[config.mk]
export PLATFORM = sky130hd
export DESIGN_NAME = serial_word_feeder_flat
export DESIGN_NICKNAME = d
export VERILOG_FILES = /design/src/rtl/serial_word_feeder_if.sv /design/src/rtl/serial_word_feeder.sv /design/src/flat_wrapper.sv
export SDC_FILE = /design/constraint.sdc
export NUM_CORES = 1
export LEC_CHECK = 0
export ABC_CLOCK_PERIOD_IN_PS = 1300
export CORE_UTILIZATION = 35
export CTS_BUF_LIST = sky130_fd_sc_hd__clkbuf_16
export CTS_CLUSTER_DIAMETER = 100
export DETAILED_ROUTE_END_ITERATION = 8
export SLEW_MARGIN = 10
export SYNTH_ARGS = -nofsm -noshare
export SYNTH_HDL_FRONTEND = slang
export SYNTH_SLANG_ARGS = --single-unit
[constraint.sdc]
create_clock -name clk -period 1.3 [get_ports clk]
set_input_delay 0.26 -clock clk [delete_from_list [all_inputs] [get_ports clk]]
set_output_delay 0.26 -clock clk [all_outputs]
set_load 0.01 [all_outputs]
[src/rtl/serial_word_feeder_if.sv]
// Parallel-in / serial-out handshake bundle for serial_word_feeder.
// The master drives words in; the slave (the feeder) returns the serial stream.
interface serial_word_feeder_if #(
  parameter int W = 8
);
  localparam int IW = $clog2(W);

  logic [W-1:0]  din;
  logic          load;
  logic          ready;
  logic          ser_out;
  logic          ser_valid;
  logic [IW-1:0] bit_idx;
  logic          done;

  modport master (
    output din,
    output load,
    input  ready,
    input  ser_out,
    input  ser_valid,
    input  bit_idx,
    input  done
  );

  modport slave (
    input  din,
    input  load,
    output ready,
    output ser_out,
    output ser_valid,
    output bit_idx,
    output done
  );
endinterface

[src/rtl/serial_word_feeder.sv]
// Serial word feeder: accepts a W-bit word on a load/ready handshake and
// presents it one bit per clock on ser_out, qualified by ser_valid.
// Bit order (LSB_FIRST) and the idle gap after each word (GAP) are fixed.
module serial_word_feeder #(
  parameter int W         = 8,
  parameter int LSB_FIRST = 0,
  parameter int GAP       = 0
) (
  input logic               clk,
  input logic               rst_n,
  serial_word_feeder_if.slave bus
);
  localparam int              IW       = $clog2(W);
  localparam logic [IW-1:0]   LAST_IDX = IW'(W - 1);
  localparam logic [3:0]      GAP_LAST = 4'((GAP > 0) ? (GAP - 1) : 0);

  typedef enum logic [1:0] {
    S_IDLE,
    S_SHIFT,
    S_GAP
  } state_t;

  state_t        state;
  logic [W-1:0]  shreg;      // bits still to be presented, next one at the head
  logic [IW-1:0] bit_cnt;
  logic [3:0]    gap_cnt;
  logic          ser_out_q;
  logic          ser_valid_q;
  logic          done_q;

  logic          last_bit;
  logic          ready_c;
  logic [IW-1:0] cnt_inc;

  // Head bit of a word in the configured transmission order.
  function automatic logic head_bit(input logic [W-1:0] w);
    return (LSB_FIRST != 0) ? w[0] : w[W-1];
  endfunction

  // Word with its head bit removed, zero-filled at the tail.
  function automatic logic [W-1:0] drop_head(input logic [W-1:0] w);
    return (LSB_FIRST != 0) ? (w >> 1) : (w << 1);
  endfunction

  // Readiness is a pure decode of registered state.
  always_comb begin
    last_bit = (state == S_SHIFT) && (bit_cnt == LAST_IDX);
    ready_c  = (state == S_IDLE) || ((GAP == 0) && last_bit);
    cnt_inc  = bit_cnt + 1'b1;
  end

  // Sequencer: capture, shift out, optional gap; all serial outputs registered.
  // The first bit is registered straight from din at the accepting edge so it
  // appears one cycle later; shreg then holds only the remaining bits.
  always_ff @(posedge clk or negedge rst_n) begin
    if (!rst_n) begin
      state       <= S_IDLE;
      shreg       <= '0;
      bit_cnt     <= '0;
      gap_cnt     <= '0;
      ser_out_q   <= 1'b0;
      ser_valid_q <= 1'b0;
      done_q      <= 1'b0;
    end else begin
      case (state)
        S_IDLE: begin
          if (bus.load) begin
            state       <= S_SHIFT;
            ser_out_q   <= head_bit(bus.din);
            shreg       <= drop_head(bus.din);
            bit_cnt     <= '0;
            ser_valid_q <= 1'b1;
            done_q      <= 1'b0;
          end
        end

        S_SHIFT: begin
          if (!last_bit) begin
            ser_out_q <= head_bit(shreg);
            shreg     <= drop_head(shreg);
            bit_cnt   <= cnt_inc;
            done_q    <= (cnt_inc == LAST_IDX);
          end else if (GAP > 0) begin
            state       <= S_GAP;
            gap_cnt     <= '0;
            bit_cnt     <= '0;
            shreg       <= '0;
            ser_out_q   <= 1'b0;
            ser_valid_q <= 1'b0;
            done_q      <= 1'b0;
          end else if (bus.load) begin
            // Contiguous reload: next word's first bit follows with no bubble.
            ser_out_q   <= head_bit(bus.din);
            shreg       <= drop_head(bus.din);
            bit_cnt     <= '0;
            ser_valid_q <= 1'b1;
            done_q      <= 1'b0;
          end else begin
            state       <= S_IDLE;
            bit_cnt     <= '0;
            shreg       <= '0;
            ser_out_q   <= 1'b0;
            ser_valid_q <= 1'b0;
            done_q      <= 1'b0;
          end
        end

        S_GAP: begin
          if (gap_cnt == GAP_LAST) begin
            state   <= S_IDLE;
            gap_cnt <= '0;
          end else begin
            gap_cnt <= gap_cnt + 1'b1;
          end
        end

        default: begin
          state       <= S_IDLE;
          ser_out_q   <= 1'b0;
          ser_valid_q <= 1'b0;
          done_q      <= 1'b0;
        end
      endcase
    end
  end

  assign bus.ready     = ready_c;
  assign bus.ser_out   = ser_out_q;
  assign bus.ser_valid = ser_valid_q;
  assign bus.bit_idx   = bit_cnt;
  assign bus.done      = done_q;
endmodule
[src/flat_wrapper.sv]
// flat-port wrapper written by rule: the top's interface ports become plain ports
module serial_word_feeder_flat 
#(
  parameter int W         = 8,
  parameter int LSB_FIRST = 0,
  parameter int GAP       = 0
)
  (clk, rst_n, bus_din, bus_load, bus_ready, bus_ser_out, bus_ser_valid, bus_bit_idx, bus_done);
  serial_word_feeder_if #(.W(W)) bus_i ();
  input logic clk;
  input logic rst_n;
  input wire logic [$bits(bus_i.din)-1:0] bus_din;
  input wire logic [$bits(bus_i.load)-1:0] bus_load;
  output wire logic [$bits(bus_i.ready)-1:0] bus_ready;
  output wire logic [$bits(bus_i.ser_out)-1:0] bus_ser_out;
  output wire logic [$bits(bus_i.ser_valid)-1:0] bus_ser_valid;
  output wire logic [$bits(bus_i.bit_idx)-1:0] bus_bit_idx;
  output wire logic [$bits(bus_i.done)-1:0] bus_done;
  assign bus_i.din = bus_din;
  assign bus_i.load = bus_load;
  assign bus_ready = bus_i.ready;
  assign bus_ser_out = bus_i.ser_out;
  assign bus_ser_valid = bus_i.ser_valid;
  assign bus_bit_idx = bus_i.bit_idx;
  assign bus_done = bus_i.done;
  serial_word_feeder #(.W(W), .LSB_FIRST(LSB_FIRST), .GAP(GAP)) u_core (.clk(clk), .rst_n(rst_n), .bus(bus_i));
endmodule
# Word-level counts from Yosys, hierarchy flattened
# Index checks and enable logic that the tools add are counted.
word_totals:
  rom_bits: 0
  out_inout_bits: 7
  mem_bits_rw: 0
  wordCells: 51
  memories: 0
  latch_bits: 0
  reg_bits: 20
classes:
  n_bitwise: 1
  n_reduce_logical: 9
  eq_ne: 8
  addsub: 2
  mux: 24
  mul: 0
  magnitude_cmp: 0
  n_div: 0
  shifts: 0
op_table:
  columns: ["cell", "count"]
  rows:
  - ["two-way mux 8 bit", 3]
  - ["one-hot mux 8 bit (2 select lines)", 1]
  - ["one-hot mux 1 bit (3 select lines)", 3]
  - ["two-way mux 1 bit", 8]
  - ["two-way mux 2 bit", 4]
  - ["equality test 3 bit (second input constant)", 2]
  - ["two-way mux 3 bit", 2]
  - ["one-hot mux 2 bit (3 select lines)", 1]
  - ["one-hot mux 3 bit (2 select lines)", 1]
  - ["adder 4 x 1 -> 4 bit (second input constant)", 1]
  - ["logical NOT 4 bit", 1]
  - ["two-way mux 4 bit", 1]
  - ["inequality test 2 x 1 -> 1 bit (second input constant)", 2]
  - ["inequality test 2 bit (second input constant)", 2]
  - ["AND reduction 2 bit", 2]
  - ["AND reduction 4 bit", 1]
  - ["adder 3 x 1 -> 3 bit (second input constant)", 1]
  - ["AND reduction 3 bit", 1]
  - ["equality test 2 x 1 -> 1 bit (second input constant)", 1]
  - ["equality test 2 bit (second input constant)", 1]
  - ["logical NOT 2 bit", 1]
  - ["nonzero test 2 bit", 1]
  - ["logical AND 1 bit", 1]
  - ["logical OR 1 bit", 1]
  - ["NOT 1 bit", 1]

# Depth between registers and ports, before layout
# Gate-level depths: netlist of the first run.
depth:
  depth_word: 4
  depth_mapped: 5

# Least setup slack after synthesis of the first run
# Ideal clock, no wire load.
synth_path:
  path_kind: "register -> output"
  from: "register u_core.bit_cnt[0] (netlist: u_core.bus.bit_idx[0])"
  to: "output bus_ready"
  arrival_ps: 1128
  stages_incl_launch_ff: 5
  slack_ps: -88
  required_ps: 1040
  cell_sequence: "dfrtp_1 ha_1 ha_1 nand2b_1 buf_2"
synth_between:
  elab_chain_cells: 3
synth_lines:
  columns: ["item", "line", "text"]
  rows:
  - ["from (decl)", "serial_word_feeder.sv:25", "logic [IW-1:0] bit_cnt;"]
  - ["from (signal assigned)", "serial_word_feeder.sv:81", "bit_cnt <= cnt_inc;"]
  - ["equality test 3 bit", "serial_word_feeder.sv:47", "last_bit = (state == S_SHIFT) && (bit_cnt == LAST_IDX);"]
  - ["logical AND 1 bit", "serial_word_feeder.sv:47", null]
  - ["logical OR 1 bit", "serial_word_feeder.sv:48", "ready_c = (state == S_IDLE) || ((GAP == 0) && last_bit);"]
  - ["to (decl)", "flat_wrapper.sv:14", "output wire logic [$bits(bus_i.ready)-1:0] bus_ready;"]
# No other way between the ends.

# Worst setup path in the final report of the first run
layout_path:
  from: "register u_core.bit_cnt[1] (netlist: u_core.bus.bit_idx[1])"
  to: "output bus_ready"
# The elaborated chain is that of the path after synthesis.

==> results of run 1 <==
-- Yosys cell counts (all sizes together) --
library cell and count:
dfrtp 14, nand3 8, o21ai 1, buf 5, o221ai 7, nor2 2
mux2i 9, o2bb2ai 1, a21oi 1, a32o 1, inv 8, ha 3
o22ai 1, a22o 1, nand2b 3, nor2b 1
-- what timing repair did --
item,CTS,global route
resized for setup,17,3
endpoints found under the setup margin,11,14
buffers inserted,1,1
pin swaps,1,1
-- registers in the layout, summed over array words and instances (netlist names) --
register	cells
u_core.shreg	7
u_core.bus.done	1
u_core.bus.ser_valid	1
u_core.bus.ser_out	1
u_core.bus.bit_idx	3
u_core.state	1
-- routing by layer --
| layer | share of wire | up-vias |
|---|---|---|
| met2 | 0.47 | 19 |
| met5 | 0 | - |
| li1 | - | 295 |
| met3 | 0.052 | 2 |
| met1 | 0.47 | 295 |
| met4 | 0.010 | 0 |
-- how the worst max path moves through the flow --
stage                          start   endpoint  slack [ns]  cells past startpoint
6_report       u_core.bus.bit_idx[1]  bus_ready       -0.18                      4
5_1_grt        u_core.bus.bit_idx[1]  bus_ready       -0.22                      4
4_1_cts        u_core.bus.bit_idx[0]  bus_ready       -0.19                      4
3_5_place_dp   u_core.bus.bit_idx[1]  bus_ready       -0.27                      4
3_3_place_gp   u_core.bus.bit_idx[1]  bus_ready       -0.25                      4
2_1_floorplan  u_core.bus.bit_idx[1]  bus_ready      -0.006                      4
-- cell type report --
cell class                 instances  area, µm²
timing repair buffer              28        258
fill                             176        825
clock inverter                     1       3.75
multi-input combinational         39        367
clock buffer                       3       75.1
sequential                        14        350
tap                               27       33.8
inverter                           8       30.0
-- stage by stage --
stage	util	cell area, µm²	worst slack (ns)	power [W]	TNS (ns)
after floorplan	-	759	-0.00626	0.00129	-0.00626
after detailed placement	0.515	1000	-0.275	0.00172	-1.22
after global placement	0.515	1000	-0.254	0.00169	-0.878
after CTS	0.570	1110	-0.186	0.00234	-0.210
after global routing	0.575	1120	-0.219	0.00251	-0.619
final	0.575	1120	-0.181	0.00234	-0.187
-- cells by family (layout without fill, tap and decap cells) --
logic type | Yosys count | after routing | synth area share
adder cells (fa/ha/maj) | 3 | 3 | 0.0522
AND/OR/NAND/NOR | 14 | 14 | 0.101
AO/OA/AOI/OAI | 13 | 13 | 0.146
buffers and inverters | 13 | 40 | 0.0887
multiplexers | 9 | 9 | 0.125
flip-flops | 14 | 14 | 0.487
-- power by group through the flow --
stage	Combinational, W	Clock, W	Sequential, W
global route	0.00117	0.000617	0.000717
detailed placement	0.00100	0	0.000712
CTS	0.00105	0.000597	0.000697
finish	0.00106	0.000586	0.000694
global placement	0.000984	0	0.000708
floorplan	0.000529	0	0.000759
-- worst max-delay path, cell delays in order, from the launching register on --
cell,delay (ns)
dfrtp_1,0.38
ha_2,0.20
ha_4,0.15
nand2b_4,0.13
buf_6,0.11
-- layout by cell type, fill, tap and decap left out, types with 3 or more instances in the layout --
cell type	netlist	layout
buf_4	1	10
mux2i_1	9	9
inv_1	8	8
dfrtp_1	14	14
clkdlybuf4s50_1	0	10
dlygate4sd2_1	0	3
clkbuf_16	0	3
o221ai_2	0	5
nand3_1	8	8
==> flow_metrics.py, run 1 <==
metrics = {
    "outcome": {
        "status": "complete, but fails checks",
        "violations": "negative setup slack",
    },
    "floorplanning": {
        "die_height_um": 47.3,
        "core_mm2": 0.00194,
        "start_util": 0.370,
        "rows": 16,
        "die_w_um": 47.3,
        "io_pins": 18,
        "dieArea_mm2": 0.00224,
    },
    "timing": {
        "fin_skew_ns": 0.00409,
        "rsz0062_at_grt": "yes",
        "fmax_mhz": 675,
        "fin_crit_ns": 1.48,
        "relSlewSlack": 0.870,
        "worst_slew_pin_slew_ns": 0.189,
        "layout_worst_path_cycle_share": 1.14,
        "finalHoldViolCount": 0,
        "hold_ws_ns": 0.335,
        "timing.final.ws_setup_ns": -0.181,
        "setup_viol": 2,
        "slew_viol_final": 0,
    },
    "routing": {
        "wl_per_cell_um": 13.2,
        "finalWirelength_mm": 1.58,
        "drc": 0,
        "firstDrtPassIters": 4,
        "vias": 611,
        "ant_nets": 0,
        "drt_iter0_markers": 5,
        "viasPerCell": 5.09,
    },
    "clocking": {
        "cts_hold_buffers": 0,
        "path_clk_slew_ns": 0.05,
        "clk_latency_ns": 0.24,
        "cts_sinks": 14,
        "cts_tree": "built",
        "cts_root_buffer": "clkbuf_16",
        "htree_levels": 1,
        "clk_path_buf_depth": 2,
        "cts_buffers": 3,
    },
    "grt": {
        "met3_usage": 0.0346,
        "grt_pass1_wl_mm": 2.54,
        "grt_max_degree": 19,
        "grt_use_met2": 0.236,
        "grt_usage": 0.165,
        "grt_pass1_vias": 559,
        "antenna_found_initial": 0,
        "use_met1": 0.232,
        "busiest_layer": "met2",
        "overflow": 0,
    },
    "setup_path": {
        "reg2reg_slack_ns": -0.01,
        "reg2reg_depth": 5,
        "r2r_end": "u_core.shreg[7]",
        "crit_required_ns": 1.04,
        "worstPathMaxFanout": 2,
        "critPathKind": "reg2out",
        "cp-end-kind": "output port",
        "timing.rr.start": "u_core.bus.bit_idx[1]",
        "critical_path_arrival_ns": 1.22,
        "critPathLaunchType": "flip-flop",
    },
    "synth": {
        "synth_warnings": 0,
        "yosysUniqueCellTypes": 18,
        "netlist_area_um2": 719,
        "ys_ff_latch": 14,
        "synth.net_count": 80,
        "synth.top_cell.area_share": 0.487,
        "synth_area_per_cell_um2": 10.9,
        "yosys-top-cells-area": "dfrtp_1, mux2i_1, o221ai_1",
        "netlist_instances": 66,
        "seq_area_frac_synth": 0.487,
        "synth_top_cell_by_area": "dfrtp_1",
    },
    "placed_design": {
        "dp_hpwl_mm": 1.09,
        "placed_cells": 114,
        "portBuffers": 17,
        "gp_congestion": 0.710,
    },
    "pwr": {
        "sequentialPowerShare": 0.296,
        "p_clk_frac": 0.250,
        "p_sw_w": 0.000748,
        "switching_share": 0.319,
        "powerDensity_mw_per_mm2": 2100,
        "leakage_nw": 0.502,
        "p_comb_frac": 0.454,
        "intPower_w": 0.00159,
        "vdd.ir_drop.worst_mv": 0.919,
    },
    "final_layout": {
        "diodes": 0,
        "fin_cells": 120,
        "drive_above_1_share": 0.269,
        "nets": 108,
        "syn_to_final_growth_pct": 55.3,
    },
    "min_path": {
        "min_path_type": "in2async",
    },
    "flow_run": {
        "max_cap_violations": 0,
    },
}
Power figures use the tool's default switching activity.
==> run 2, diff against run 1 <==
RECOVER_POWER = 25   (was unset)
REMOVE_ABC_BUFFERS = 1   (was unset)
SKIP_LAST_GASP = 1   (was unset)
==> flow_metrics.py, run 2 (same netlist as run 1, synthesis figures left out) <==
metrics = {
    "outcome": {
        "status": "complete, but fails checks",
        "violations": "negative setup slack",
    },
    "timing": {
        "finalHoldViolCount": 0,
        "fin_skew_ns": 0.000783,
        "timing.final.ws_setup_ns": -0.186,
        "fin_setup_tns_ns": -0.285,
        "rsz0062_at_grt": "yes",
        "setup_viol": 8,
        "slew_viol_final": 0,
        "fin_crit_ns": 1.49,
        "hold_ws_ns": 0.528,
        "worst_slew_pin_slew_ns": 0.721,
        "fmax_mhz": 673,
        "layout_worst_path_cycle_share": 1.14,
        "relSlewSlack": 0.519,
    },
    "grt": {
        "overflow": 0,
        "grt_pass1_wl_mm": 2.51,
        "grt_pass1_vias": 585,
        "grt_max_degree": 15,
        "grt_usage": 0.162,
        "antenna_found_initial": 0,
    },
    "setup_path": {
        "critPathBufInv": 1,
        "cp-end-kind": "output port",
        "cpPeakStageDelay_ns": 0.37,
        "critPathLaunchType": "flip-flop",
        "reg2reg_slack_ns": -0.03,
        "reg2reg_depth": 5,
        "worstPathMaxFanout": 2,
        "critical_path_arrival_ns": 1.23,
        "cp.depth": 4,
        "slowest_stage": "dfrtp_1",
        "critPathKind": "reg2out",
        "r2r_end": "u_core.shreg[4]",
        "cp_top_family": "flip-flops",
        "timing.rr.start": "u_core.bus.bit_idx[0]",
        "path_cells": "ha_2, ha_4, nand2b_4, buf_6",
        "endpoint": "bus_ready",
        "critPathLaunch": "u_core.bus.bit_idx[0]",
        "crit_required_ns": 1.04,
    },
    "clocking": {
        "path_clk_slew_ns": 0.05,
        "cts_tree": "built",
        "cts_buffers": 3,
        "clk_latency_ns": 0.24,
        "clk_path_buf_depth": 2,
        "cts_root_buffer": "clkbuf_16",
        "cts_sinks": 14,
        "htree_levels": 1,
        "cts_setup_buffers": 0,
    },
    "final_layout": {
        "nFillCells": 171,
        "nets": 108,
        "layout_common_cells": "dfrtp_1, buf_4, mux2i_1, clkdlybuf4s50_1",
        "regMostFlops": "u_core.shreg",
        "drive_above_1_share": 0.258,
        "syn_to_final_growth_pct": 54.6,
        "final_core_util": 0.573,
        "mostFrequentLayoutCell": "dfrtp_1",
        "fin_cells": 120,
        "diodes": 0,
        "largest_register_ff_count": 7,
    },
    "floorplanning": {
        "dieArea_mm2": 0.00224,
        "start_util": 0.370,
        "die_w_um": 47.3,
        "core_mm2": 0.00194,
        "io_pins": 18,
        "die_height_um": 47.3,
        "rows": 16,
    },
    "placed_design": {
        "placed_cells": 116,
        "dp_hpwl_mm": 1.11,
        "gp_congestion": 0.683,
        "portBuffers": 17,
    },
    "routing": {
        "finalWirelength_mm": 1.59,
        "wl_per_cell_um": 13.2,
        "met1_length_um": 699,
        "drc": 0,
        "highest_layer": "met3",
        "vias": 607,
        "drt_iter0_markers": 2,
        "dr_wl_met3_um": 61,
        "viasPerCell": 5.06,
        "firstDrtPassIters": 4,
        "dr_wl_met2_um": 828,
        "ant_nets": 0,
    },
    "pwr": {
        "leakage_nw": 0.497,
        "powerDensity_mw_per_mm2": 2100,
        "vdd.ir_drop.worst_mv": 1.58,
    },
    "min_path": {
        "min_path_type": "reg2reg",
    },
    "flow_run": {
        "max_cap_violations": 0,
    },
}
-- run 2: final cells by class --
class                           instances  area (µm²)  area share
Multi-Input combinational cell         39         373       0.335
Sequential cell                        14         350       0.315
Tap cell                               27        33.8      0.0304
Inverter                                8        30.0      0.0270
Clock buffer                            3        75.1      0.0675
Clock inverter                          1        3.75     0.00337
Timing Repair Buffer                   28         246       0.222
-- run 2: how the worst min path moves through the flow --
| stage | startpoint | to | slack, ns | cells past startpoint |
|---|---|---|---|---|
| finish | u_core.bus.done | u_core.bus.done | 0.53 | 1 |
| detailed placement | u_core.bus.done | u_core.bus.done | 0.50 | 1 |
| global placement | u_core.bus.done | u_core.bus.done | 0.48 | 1 |
| global route | u_core.bus.done | u_core.bus.done | 0.56 | 1 |
| CTS | rst_n | u_core.bus.ser_valid | 0.34 | 2 |
| floorplan | rst_n | u_core.bus.bit_idx[0] | -0.04 | 0 |
-- run 2: repair_timing --
action                                  CTS  global route
gates resized for setup                  18             8
endpoints found under the setup margin   18            16
hold buffers                              0             0
pin swaps                                 2             1
-- run 2: metal layers --
layer | vias up | global-route usage
met3 | 0 | 0.0115
met4 | 0 | 0.0686
met1 | 298 | 0.221
met5 | - | 0
li1 | 298 | -
met2 | 11 | 0.263
-- run 2: stage by stage --
stage	worst slack, ns	cell area (µm²)	total power (W)
finish	-0.186	1110	0.00233
global route	-0.216	1110	0.00248
CTS	-0.193	1080	0.00224
detailed placement	-0.349	972	0.00163
global placement	-0.333	972	0.00161
floorplan	-0.274	686	0.00113
-- run 2: where the power goes --
group	switching, W	total, W	internal [W]
Sequential	0.0000966	0.000700	0.000603
Combinational	0.000492	0.00106	0.000572
Clock	0.000164	0.000569	0.000405
